## src/rtl/battle_turn_ctrl.sv

```systemverilog
// Battle turn sequencer: one player half-turn then one AI half-turn per go pulse.
// Define BTC_MISS_EN to enable the roll-versus-accuracy miss check; otherwise every move hits.
module battle_turn_ctrl #(
    parameter int TURN_W = 8
) (
    input  logic              clk,
    input  logic              rst,
    input  logic              go,
    input  logic [3:0]        p_hp,
    input  logic [3:0]        ai_hp,
    input  logic [3:0]        accu,
    input  logic [3:0]        roll,
    output logic              actr,
    output logic              target,
    output logic              stop,
    output logic              load_ai_hp,
    output logic              app_ai_dmg,
    output logic              app_pl_dmg,
    output logic              hit,
    output logic              busy,
    output logic              turn_done,
    output logic              win,
    output logic              lose,
    output logic [TURN_W-1:0] turn_cnt
);

    localparam logic [3:0] S_IDLE    = 4'd0;
    localparam logic [3:0] S_P_SEL   = 4'd1;
    localparam logic [3:0] S_P_LOAD  = 4'd2;
    localparam logic [3:0] S_P_ROLL  = 4'd3;
    localparam logic [3:0] S_P_APPLY = 4'd4;
    localparam logic [3:0] S_P_CHK   = 4'd5;
    localparam logic [3:0] S_A_SEL   = 4'd6;
    localparam logic [3:0] S_A_ROLL  = 4'd7;
    localparam logic [3:0] S_A_APPLY = 4'd8;
    localparam logic [3:0] S_A_CHK   = 4'd9;
    localparam logic [3:0] S_DONE    = 4'd10;
    localparam logic [3:0] S_WIN     = 4'd11;
    localparam logic [3:0] S_LOSE    = 4'd12;

    logic [3:0]        state_r, state_nxt_s;
    logic              hit_r, hit_nxt_s, roll_hit_s;
    logic [TURN_W-1:0] turn_cnt_r, turn_cnt_nxt_s;
    logic              actr_r, target_r, stop_r, load_r, ai_dmg_r, pl_dmg_r;
    logic              busy_r, done_r, win_r, lose_r;
    logic              actr_s, target_s, stop_s, load_s, ai_dmg_s, pl_dmg_s;
    logic              busy_s, done_s, win_s, lose_s;

`ifdef BTC_MISS_EN
    function automatic logic acc_check(input logic [3:0] r, input logic [3:0] a);
        return (r <= a);
    endfunction

    assign roll_hit_s = acc_check(roll, accu);
`else
    logic unused_miss_s;
    assign unused_miss_s = ^{roll, accu};
    assign roll_hit_s    = 1'b1;
`endif

    // Next-state logic for the turn sequence
    always_comb begin
        state_nxt_s = state_r;
        case (state_r)
            S_IDLE:    state_nxt_s = go ? S_P_SEL : S_IDLE;
            S_P_SEL:   state_nxt_s = S_P_LOAD;
            S_P_LOAD:  state_nxt_s = S_P_ROLL;
            S_P_ROLL:  state_nxt_s = S_P_APPLY;
            S_P_APPLY: state_nxt_s = S_P_CHK;
            S_P_CHK:   state_nxt_s = (ai_hp == 4'd0) ? S_WIN : S_A_SEL;
            S_A_SEL:   state_nxt_s = S_A_ROLL;
            S_A_ROLL:  state_nxt_s = S_A_APPLY;
            S_A_APPLY: state_nxt_s = S_A_CHK;
            S_A_CHK:   state_nxt_s = (p_hp == 4'd0) ? S_LOSE : S_DONE;
            S_DONE:    state_nxt_s = S_IDLE;
            S_WIN:     state_nxt_s = S_WIN;
            S_LOSE:    state_nxt_s = S_LOSE;
            default:   state_nxt_s = S_IDLE;
        endcase
    end

    // Hit result and turn counter next values
    always_comb begin
        if ((state_r == S_P_ROLL) || (state_r == S_A_ROLL)) begin
            hit_nxt_s = roll_hit_s;
        end else begin
            hit_nxt_s = hit_r;
        end
        if ((state_nxt_s == S_DONE) && (turn_cnt_r != {TURN_W{1'b1}})) begin
            turn_cnt_nxt_s = turn_cnt_r + TURN_W'(1);
        end else begin
            turn_cnt_nxt_s = turn_cnt_r;
        end
    end

    // Moore decode of the upcoming state so the registered outputs line up with it
    always_comb begin
        actr_s   = 1'b0;
        target_s = 1'b0;
        stop_s   = 1'b0;
        load_s   = 1'b0;
        ai_dmg_s = 1'b0;
        pl_dmg_s = 1'b0;
        done_s   = 1'b0;
        win_s    = 1'b0;
        lose_s   = 1'b0;
        busy_s   = (state_nxt_s != S_IDLE) && (state_nxt_s != S_WIN) && (state_nxt_s != S_LOSE);
        case (state_nxt_s)
            S_P_SEL:   target_s = 1'b1;
            S_P_LOAD:  begin target_s = 1'b1; load_s = 1'b1; end
            S_P_ROLL:  begin target_s = 1'b1; stop_s = 1'b1; end
            S_P_APPLY: begin target_s = 1'b1; ai_dmg_s = hit_nxt_s; end
            S_A_SEL:   begin actr_s = 1'b1; stop_s = 1'b1; end
            S_A_ROLL:  begin actr_s = 1'b1; stop_s = 1'b1; end
            S_A_APPLY: begin actr_s = 1'b1; pl_dmg_s = hit_nxt_s; end
            S_DONE:    done_s = 1'b1;
            S_WIN:     win_s = 1'b1;
            S_LOSE:    lose_s = 1'b1;
            default:   actr_s = 1'b0;
        endcase
    end

    // State, hit, counter and output registers with synchronous active-low reset
    always_ff @(posedge clk) begin
        if (!rst) begin
            state_r    <= S_IDLE;
            hit_r      <= 1'b0;
            turn_cnt_r <= {TURN_W{1'b0}};
            actr_r     <= 1'b0;
            target_r   <= 1'b0;
            stop_r     <= 1'b0;
            load_r     <= 1'b0;
            ai_dmg_r   <= 1'b0;
            pl_dmg_r   <= 1'b0;
            busy_r     <= 1'b0;
            done_r     <= 1'b0;
            win_r      <= 1'b0;
            lose_r     <= 1'b0;
        end else begin
            state_r    <= state_nxt_s;
            hit_r      <= hit_nxt_s;
            turn_cnt_r <= turn_cnt_nxt_s;
            actr_r     <= actr_s;
            target_r   <= target_s;
            stop_r     <= stop_s;
            load_r     <= load_s;
            ai_dmg_r   <= ai_dmg_s;
            pl_dmg_r   <= pl_dmg_s;
            busy_r     <= busy_s;
            done_r     <= done_s;
            win_r      <= win_s;
            lose_r     <= lose_s;
        end
    end

    assign actr       = actr_r;
    assign target     = target_r;
    assign stop       = stop_r;
    assign load_ai_hp = load_r;
    assign app_ai_dmg = ai_dmg_r;
    assign app_pl_dmg = pl_dmg_r;
    assign hit        = hit_r;
    assign busy       = busy_r;
    assign turn_done  = done_r;
    assign win        = win_r;
    assign lose       = lose_r;
    assign turn_cnt   = turn_cnt_r;

endmodule

```

## config.mk

```make
export PLATFORM = sky130hd
export DESIGN_NAME = battle_turn_ctrl
export DESIGN_NICKNAME = d
export VERILOG_FILES = /design/src/rtl/battle_turn_ctrl.sv
export SDC_FILE = /design/constraint.sdc
export NUM_CORES = 1
export LEC_CHECK = 0
export ABC_AREA = 1
export CAP_MARGIN = 0
export CORE_MARGIN = 3
export CORE_UTILIZATION = 45
export DETAILED_ROUTE_END_ITERATION = 16
export PLACE_DENSITY = 0.79
export REMOVE_ABC_BUFFERS = 1
export SYNTH_ARGS = -nofsm -noshare
export SYNTH_HDL_FRONTEND = slang
export SYNTH_SLANG_ARGS = --single-unit
```

## constraint.sdc

```tcl
create_clock -name clk -period 1.6 [get_ports clk]
set_clock_uncertainty 0.15 [all_clocks]
set_input_delay 0.48 -clock clk [delete_from_list [all_inputs] [get_ports clk]]
set_output_delay 0.48 -clock clk [all_outputs]
set_load 0.01 [all_outputs]
```

==> results of run 1 <==
## area by class of cell
type,count,area [µm²]
Sequential cell,23,479
Timing Repair Buffer,43,417
Fill cell,183,614
Multi-Input combinational cell,115,613
Inverter,31,134
Tap cell,28,35.0
Clock buffer,4,26.3
## cell families after synthesis
| family | count (synthesis) | share of synthesized area |
|---|---|---|
| AOI/OAI and AO/OA | 15 | 0.0843 |
| DFF | 23 | 0.398 |
| xor gates and xnor gates | 1 | 0.00757 |
| buffers and inverters | 33 | 0.123 |
| and+or+nand+nor | 98 | 0.376 |
| adders and majority gates | 1 | 0.0108 |
## how the worst min path moves through the flow
stage,start,to,slack (ns),depth (start not counted)
after global routing,hit,hit,0.40,2
final,hit,hit,0.34,2
after global placement,hit,hit,0.31,2
after floorplan,turn_cnt[0],turn_cnt[0],0.35,1
after detailed placement,hit,hit,0.32,2
after CTS,hit,hit,0.35,2
## layout by cell type, fill, tap and decap left out, types with 3 or more instances in the layout
master	n
clkdlybuf4s15_1	6
a21oi_1	5
dfxtp_2	9
buf_4	11
dfxtp_1	12
clkbuf_4	3
nand2_1	33
dlygate4sd2_1	10
o21ai_2	4
inv_1	25
buf_12	3
clkdlybuf4s50_1	8
nor2_1	28
inv_2	4
nor3_2	4
nor2_2	6
nand3_1	13
nor3_1	4
nand2_2	7
## layer usage
layer,vias to the layer above,wire (µm)
met3,4,163
met4,0,32
met2,46,1430
li1,619,-
met5,-,0
met1,530,1150
## worst max-delay path, delay by kind of cell
| family | cells | cell delay (ns) |
|---|---|---|
| buffers and inverters | 3 | 0.69 |
| AND/OR/NAND/NOR | 6 | 0.48 |
## power groups by stage
stage / Combinational, µW / Sequential (µW) / Clock (µW)
6_report: 188 / 609 / 277
5_1_grt: 210 / 612 / 312
4_1_cts: 181 / 610 / 288
3_5_place_dp: 189 / 623 / 0
3_3_place_gp: 185 / 622 / 0
2_1_floorplan: 92.7 / 628 / 0
## repair_timing
action                                  in CTS  in global routing
pin swaps                                    0                 13
hold buffers                                 0                  0
resized for setup                           29                 37
buffers inserted                             0                  4
hold endpoints to repair                     0                  0
endpoints found under the setup margin      22                 15
cloned                                       0                  0
## flip-flops by register name, indices dropped and copies added, names as in the netlist
register and count:
actr 1, turn_cnt 8, target 1, hit 1
app_pl_dmg 1, win 1, app_ai_dmg 1, busy 1
state_r 4, turn_done 1, lose 1, load_ai_hp 1
stop 1
## metrics by stage
step	total power [µW]	util	setup WS, ns	cells
after detailed placement	813	0.674	-0.299	236
final	1070	0.735	0.0145	244
after CTS	1080	0.681	0.00317	240
after floorplan	720	-	0.0522	169
after global placement	807	0.674	-0.277	236
after global routing	1130	0.735	-0.0605	244
## cell usage after synthesis (all sizes together), types with 6 or more instances
library cell	instances
a21oi	6
dfxtp	23
inv	30
nand2	42
nand3	13
nor2	35
nor3	8
o21ai	6
==> flow_metrics.env, run 1 <==
export IMPL_outcome="completed"
export IMPL_std_cell_rows=17
export IMPL_r2r_start="turn_cnt[0]"
export IMPL_root_buffer="clkbuf_4"
export IMPL_setup_viol_count_final=0
export IMPL_detail_route_drc_violations=0
export IMPL_power_ir_vdd_worst_v=0.000455
export IMPL_drt_vias_per_instance=4.91
export IMPL_synth_cell_area_um2=1160
export IMPL_design_final_nets=237
export IMPL_cts_sinks=23
export IMPL_p_sw_frac=0.275
export IMPL_cell_internal_pwr_uw=778
export IMPL_global_route_wire_length_before_repair_um=4290
export IMPL_worst_pin_slew_ns=0.299
export IMPL_number_of_antenna_violations_at_the_first_check_in_global_routing=0
export IMPL_cp_data_required_time_ns=1.67
export IMPL_die_width_um=56.7
export IMPL_async_set_or_reset_flop_fraction_in_the_synthesized_netlist=0
export IMPL_placed_cell_area_um2=1560
export IMPL_ys_seq_elements=23
export IMPL_ys_seq_area_frac=0.398
export IMPL_tns_ns=0
export IMPL_dp_hpwl_um=1980
export IMPL_worst_setup_path_startpoint="p_hp[2]"
export IMPL_sequentialPowerShare=0.567
export IMPL_initial_core_util=0.499
export IMPL_tritoncts="done"
export IMPL_gr_usage_met3=0.0345
export IMPL_n_antenna_cell=0
export IMPL_use_met1=0.179
export IMPL_r2r_end="turn_cnt[2]"
export IMPL_setup_worst_path_class="input port to flop"
export IMPL_critPathCaptureType="flop"
export IMPL_timing_critical_path_slowest_cell_delay_ns=0.47
export IMPL_post_synth_main_area_contributors="dfxtp_1, nand2_1, nor2_1, inv_1, nand3_1"
export IMPL_finalHoldViolations=0
export IMPL_worst_r2r_setup_slack_ns=0.05
export IMPL_vias=1199
export IMPL_drt_wl_total_um=2780
export IMPL_first_iter_violations=41
export IMPL_slowest_stage="clkdlybuf4s50_1"
export IMPL_syn_inst=171
export IMPL_power_leakage_uw=0.000868
export IMPL_timing_slew_headroom=0.798
export IMPL_grt_remaining_overflow=0
export IMPL_worst_r2r_cell_count=8
export IMPL_number_of_flops_mapped_to_enable_cells_by_yosys=0
export IMPL_fin_crit_ns=1.59
export IMPL_rsz0062_at_grt="true"
export IMPL_clock_power_share=0.258
export IMPL_timing_critical_path_from_type="input port"
export IMPL_cp_data_arrival_time_ns=1.66
export IMPL_dominant_synthesized_flop_cell="dfxtp_1"
export IMPL_worst_skew_late_latency_ns=0.32
export IMPL_die_area_um2=3220
export IMPL_netSwitchingPower_uw=295
export IMPL_cts_buffer_depth=2
export IMPL_htreeDepth=1
export IMPL_fmaxAchievable_ghz=0.631
export IMPL_post_drt_wl_per_cell_um=11.4
export IMPL_grtUsageTotal=0.168
export IMPL_finalCritPeriodShare=0.991
export IMPL_floorplan_die_height_um=56.7
export IMPL_postRouteAntennaNets=0
export IMPL_synth_warnings=0
export IMPL_hold_ws_ns=0.345
export IMPL_fp_coreArea_um2=2320
export IMPL_top_usage_layer="met2"
export IMPL_path_cells="clkdlybuf4s50_1 > nor2_2 > nand2_2 > nand2_4 > inv_6 > nand2_8 > buf_12 > nor3_1 > nor2_1"
export IMPL_syn_area_per_cell_um2=6.77
export IMPL_portBuffers=29
export IMPL_grt_max_degree=13
export IMPL_finish_instance_area_um2=1700
export IMPL_post_synth_top_area_fraction=0.398
export IMPL_timing_critical_path_fanout_max=5
export IMPL_drt_pre_antenna_iters=4
export IMPL_cap_violations=0
export IMPL_hp_class="flop to flop"
export IMPL_maxSlewViolCount=0
export IMPL_synthDominantAreaCellType="dfxtp_1"
export IMPL_layout_area_overhead_vs_synth_pct=47.2
export IMPL_ios=38
export IMPL_grt_met2_usage=0.312
export IMPL_finalWeightedCongestion=0.863
export IMPL_p_comb_frac=0.175
export IMPL_cts_buffers=3
export IMPL_cts_reportedPaths_clkPinSlew_ns=0.13
export IMPL_power_density_cell_area_nw_per_um2=630
export IMPL_drive_above_1_share=0.292
export IMPL_yosys_cell_types_count=25
export IMPL_crit_end="turn_cnt[4]"
export IMPL_first_global_vias=1069
Note: power is estimated with default switching activity, not from simulation.
==> run 2: changes to the inputs <==
--- a/config.mk
+++ b/config.mk
@@ -7,6 +7,7 @@
 export LEC_CHECK = 0
 export ABC_AREA = 1
 export CAP_MARGIN = 0
+export CORE_ASPECT_RATIO = 0.7
 export CORE_MARGIN = 3
 export CORE_UTILIZATION = 45
 export DETAILED_ROUTE_END_ITERATION = 16
==> flow_metrics.env, run 2 (synthesized netlist as in run 1, its figures left out) <==
export IMPL_global_route_wire_length_before_repair_um=4720
export IMPL_cp_data_required_time_ns=1.63
export IMPL_highest_signal_layer="met4"
export IMPL_finalCritPeriodShare=0.973
export IMPL_drt_pre_antenna_iters=4
export IMPL_sequentialPowerShare=0.510
export IMPL_cts_buffers=3
export IMPL_grt_max_degree=14
export IMPL_die_width_um=66.6
export IMPL_p_total_uw=1200
export IMPL_rsz0062_at_grt="true"
export IMPL_drt_vias_per_instance=4.92
export IMPL_root_buffer="clkbuf_8"
export IMPL_cts_sinks=23
export IMPL_worst_pin_slew_ns=0.284
export IMPL_worst_skew_late_latency_ns=0.27
export IMPL_timing_critical_path_fanout_max=4
export IMPL_fmaxAchievable_ghz=0.642
export IMPL_cts_buffer_depth=2
export IMPL_floorplan_die_height_um=48.4
export IMPL_clock_power_share=0.307
export IMPL_number_of_antenna_violations_at_the_first_check_in_global_routing=0
export IMPL_htreeDepth=1
export IMPL_post_drt_wl_per_cell_um=12.1
export IMPL_drt_wl_total_um=3020
export IMPL_met1_length_um=1390
export IMPL_p_sw_frac=0.271
export IMPL_critPathCaptureType="flop"
export IMPL_design_final_nets=238
export IMPL_finalHoldViolations=0
export IMPL_layout_area_overhead_vs_synth_pct=48.5
export IMPL_n_antenna_cell=0
export IMPL_drive_above_1_share=0.272
export IMPL_timing_slew_headroom=0.808
export IMPL_portBuffers=29
export IMPL_p_comb_frac=0.184
export IMPL_largest_reg_flops=8
export IMPL_cts_reportedPaths_clkPinSlew_ns=0.08
export IMPL_first_iter_violations=84
export IMPL_std_cell_rows=14
export IMPL_post_route_worst_setup_slack_ns=0.0427
export IMPL_hp_class="flop to flop"
export IMPL_power_leakage_uw=0.000963
export IMPL_netSwitchingPower_uw=325
export IMPL_ios=38
export IMPL_layout_cells_most_common_list="nand2_1, nor2_1, inv_1, dlygate4sd2_1, dfxtp_1"
export IMPL_initial_core_util=0.504
export IMPL_cap_violations=0
export IMPL_setup_worst_path_class="input port to flop"
export IMPL_tritoncts="done"
export IMPL_power_ir_vdd_worst_v=0.000538
export IMPL_detailroute_wirelength_met3_um=194
export IMPL_first_global_vias=1023
export IMPL_grtUsageTotal=0.190
export IMPL_setup_viol_count_final=0
export IMPL_grt_remaining_overflow=0
export IMPL_finalWeightedCongestion=0.821
export IMPL_die_area_um2=3230
export IMPL_cp_data_arrival_time_ns=1.58
export IMPL_dp_hpwl_um=2110
export IMPL_fp_coreArea_um2=2290
export IMPL_postRouteAntennaNets=0
export IMPL_cell_internal_pwr_uw=875
export IMPL_power_density_cell_area_nw_per_um2=698
export IMPL_leading_cell_type_in_the_layout_fill_and_taps_excluded="nand2_1"
export IMPL_worst_r2r_setup_slack_ns=0.05
export IMPL_cts_hold_buffers=0
export IMPL_detail_route_drc_violations=0
export IMPL_maxSlewViolCount=0
export IMPL_vias=1226
export IMPL_fin_crit_ns=1.56
export IMPL_wl_met2_um=1410
export IMPL_timing_critical_path_from_type="input port"
export IMPL_placement_setup_worst_slack_ns=-0.301
export IMPL_outcome="completed"
[run 2: final cells by class]
class	count	area, µm²
clock buffers	3	41.3
clock inverters	1	5.00
repair buffers	43	402
flip-flops and latches	23	470
multi-input cells	116	627
inverters	31	134
fillers	189	576
well taps	32	40.0
[run 2: worst paths after layout]
kind	start	to	depth (start not counted)
worst max-delay path	ai_hp[0]	busy	11
worst min-delay path	hit	hit	2
worst max register to register	turn_cnt[0]	turn_cnt[5]	9
worst min register to register	hit	hit	2
[run 2: critical path, stage by stage]
cell and delay [ns]:
clkdlybuf4s50_1 0.40, inv_1 0.07, nand2_2 0.06, nor2_2 0.09
nand2_2 0.09, inv_2 0.09, nor2_4 0.04, nor2_2 0.10
nand2_1 0.07, nand2_1 0.06, nor2_1 0.04
[run 2: what timing repair did]
action	4_1_cts	5_1_grt
cloned	1	0
endpoints found under the setup margin	23	11
pin swaps	4	19
setup buffers	0	4
resized for setup	25	29
[run 2: routing by layer]
metal | global-route usage | vias up
met5 | 0 | -
met4 | 0.0304 | 0
met3 | 0.0602 | 10
met2 | 0.294 | 41
met1 | 0.262 | 552
li1 | - | 623
[run 2: power groups by stage]
stage	combinational (µW)	clock [µW]	sequential, µW
final	221	368	612
after global routing	246	404	615
after CTS	194	372	609
after detailed placement	198	0	623
after global placement	194	0	623
after floorplan	92.7	0	628
[run 2: per-stage QoR]
step                hold WS (ns)  utilization  std cells  area, µm²  setup TNS [ns]
floorplan                  0.352            -        169       1150               0
global placement           0.303        0.683        240       1570           -3.15
detailed placement         0.321        0.683        240       1570           -3.67
CTS                        0.317        0.704        245       1620               0
global route               0.404        0.749        249       1720          -0.228
finish                     0.352        0.749        249       1720               0
==> run 3: changes to the inputs <==
--- a/config.mk
+++ b/config.mk
@@ -8,7 +8,7 @@
 export ABC_AREA = 1
 export CAP_MARGIN = 0
 export CORE_ASPECT_RATIO = 0.7
-export CORE_MARGIN = 3
+export CORE_MARGIN = 5
 export CORE_UTILIZATION = 45
 export DETAILED_ROUTE_END_ITERATION = 16
 export PLACE_DENSITY = 0.79
==> flow_metrics.env, run 3 (synthesized netlist as in run 1, its figures left out) <==
export IMPL_path_cells="dlygate4sd2_1"
export IMPL_maxSlewViolCount=0
export IMPL_grt_max_degree=13
export IMPL_post_route_worst_setup_slack_ns=0.0222
export IMPL_p_comb_frac=0.177
export IMPL_slowest_stage="dfxtp_2"
export IMPL_std_cell_rows=15
export IMPL_critical_path_top_delay_family="flip-flops"
export IMPL_power_density_cell_area_nw_per_um2=669
export IMPL_r2r_end="turn_cnt[5]"
export IMPL_worst_setup_path_startpoint="turn_cnt[1]"
export IMPL_detail_route_drc_violations=0
export IMPL_cts_buffers=3
export IMPL_timing_critical_path_slowest_cell_delay_ns=0.38
export IMPL_drt_pre_antenna_iters=4
export IMPL_first_global_vias=1048
export IMPL_power_leakage_uw=0.000963
export IMPL_first_iter_violations=52
export IMPL_vias=1220
export IMPL_postRouteAntennaNets=0
export IMPL_drive_above_1_share=0.300
export IMPL_placement_setup_worst_slack_ns=-0.296
export IMPL_grtUsageTotal=0.154
export IMPL_ios=38
export IMPL_tritoncts="done"
export IMPL_dp_hpwl_um=2060
export IMPL_sequentialPowerShare=0.520
export IMPL_outcome="completed"
export IMPL_worst_skew_late_latency_ns=0.26
export IMPL_n_antenna_cell=0
export IMPL_finalWeightedCongestion=0.898
export IMPL_worst_r2r_cell_count=9
export IMPL_clock_power_share=0.304
export IMPL_setup_viol_count_final=0
export IMPL_worst_pin_slew_ns=0.295
export IMPL_leading_cell_type_in_the_layout_fill_and_taps_excluded="nand2_1"
export IMPL_grt_remaining_overflow=0
export IMPL_cell_internal_pwr_uw=863
export IMPL_worst_r2r_setup_slack_ns=0.04
export IMPL_hold_ws_ns=0.333
export IMPL_die_width_um=70.6
export IMPL_cp_data_required_time_ns=0.97
export IMPL_post_drt_wl_per_cell_um=12.5
export IMPL_cts_reportedPaths_clkPinSlew_ns=0.08
export IMPL_drt_vias_per_instance=4.86
export IMPL_global_route_wire_length_before_repair_um=4440
export IMPL_power_ir_vdd_worst_v=0.000442
export IMPL_cts_hold_buffers=0
export IMPL_timing_critical_path_fanout_max=4
export IMPL_fin_crit_ns=1.58
export IMPL_netSwitchingPower_uw=311
export IMPL_layout_area_overhead_vs_synth_pct=51.7
export IMPL_number_of_antenna_violations_at_the_first_check_in_global_routing=0
export IMPL_largest_reg_flops=8
export IMPL_design_final_nets=238
export IMPL_die_area_um2=3700
export IMPL_cts_sinks=23
export IMPL_cp_data_arrival_time_ns=0.95
export IMPL_htreeDepth=1
export IMPL_r2r_start="turn_cnt[5]"
export IMPL_fp_coreArea_um2=2460
export IMPL_hp_class="flop to flop"
export IMPL_cts_buffer_depth=2
export IMPL_worstPathBufferInverterCount=1
export IMPL_crit_end="turn_cnt[1]"
export IMPL_p_sw_frac=0.265
export IMPL_root_buffer="clkbuf_8"
export IMPL_initial_core_util=0.471
export IMPL_portBuffers=29
export IMPL_timing_slew_headroom=0.801
export IMPL_timing_critical_path_from_type="flop"
export IMPL_floorplan_die_height_um=52.4
export IMPL_setup_worst_path_class="flop to output port"
export IMPL_finalCritPeriodShare=0.986
export IMPL_fmaxAchievable_ghz=0.634
export IMPL_finalHoldViolations=0
export IMPL_cap_violations=0
export IMPL_layout_cells_most_common_list="nand2_1, nor2_1, inv_1, dlygate4sd2_1, dfxtp_1"
export IMPL_critPathCaptureType="output port"
export IMPL_worst_path_stages=1
export IMPL_drt_wl_total_um=3140
run 3: how the worst min path moves through the flow:
stage	startpoint	slack (ns)	end	depth (start not counted)
after floorplan	turn_cnt[0]	0.35	turn_cnt[0]	1
after global placement	hit	0.30	hit	2
after detailed placement	hit	0.31	hit	2
after CTS	hit	0.33	hit	2
after global routing	turn_cnt[0]	0.35	turn_cnt[0]	1
final	hit	0.33	hit	2
run 3: power groups by stage:
stage          clock network (µW)  registers, µW  logic (µW)
2_1_floorplan                   0            628        92.7
3_3_place_gp                    0            621         185
3_5_place_dp                    0            623         188
4_1_cts                       363            609         189
5_1_grt                       390            613         229
6_report                      357            610         207
run 3: tightest hold or removal path, cell delays in order (launching register included):
cell,delay [ns]
dfxtp_1,0.33
a21oi_1,0.05
nor2_1,0.07
run 3: area by class of cell:
| cell class | instances | area, µm² |
|---|---|---|
| flip-flops and latches | 23 | 470 |
| fillers | 194 | 703 |
| well taps | 34 | 42.5 |
| clock buffers | 4 | 45.0 |
| multi-input cells | 116 | 662 |
| repair buffers | 43 | 399 |
| inverters | 31 | 136 |
run 3: stage by stage:
stage / TNS [ns] / area, µm² / total power [µW] / std cells / utilization
after global placement: -3.05 / 1580 / 807 / 243 / 0.641
after global routing: -0.0904 / 1760 / 1230 / 251 / 0.714
after detailed placement: -3.62 / 1580 / 811 / 243 / 0.641
after floorplan: 0 / 1150 / 720 / 169 / -
final: 0 / 1760 / 1170 / 251 / 0.714
after CTS: 0 / 1630 / 1160 / 249 / 0.663
run 3: routing by layer:
| metal | up-vias | track usage | part of all wire |
|---|---|---|---|
| met5 | - | 0 | 0 |
| met4 | 0 | 0.0563 | 0.0092 |
| met3 | 2 | 0.0460 | 0.061 |
| met2 | 49 | 0.276 | 0.51 |
| met1 | 547 | 0.176 | 0.42 |
| li1 | 622 | - | - |
run 3: what timing repair did:
action / 4_1_cts / 5_1_grt
endpoints found under the setup margin: 25 / 11
gates cloned: 0 / 1
hold endpoints to repair: 0 / 0
resized for setup: 28 / 38
pin swaps: 8 / 19
setup buffers: 2 / 1
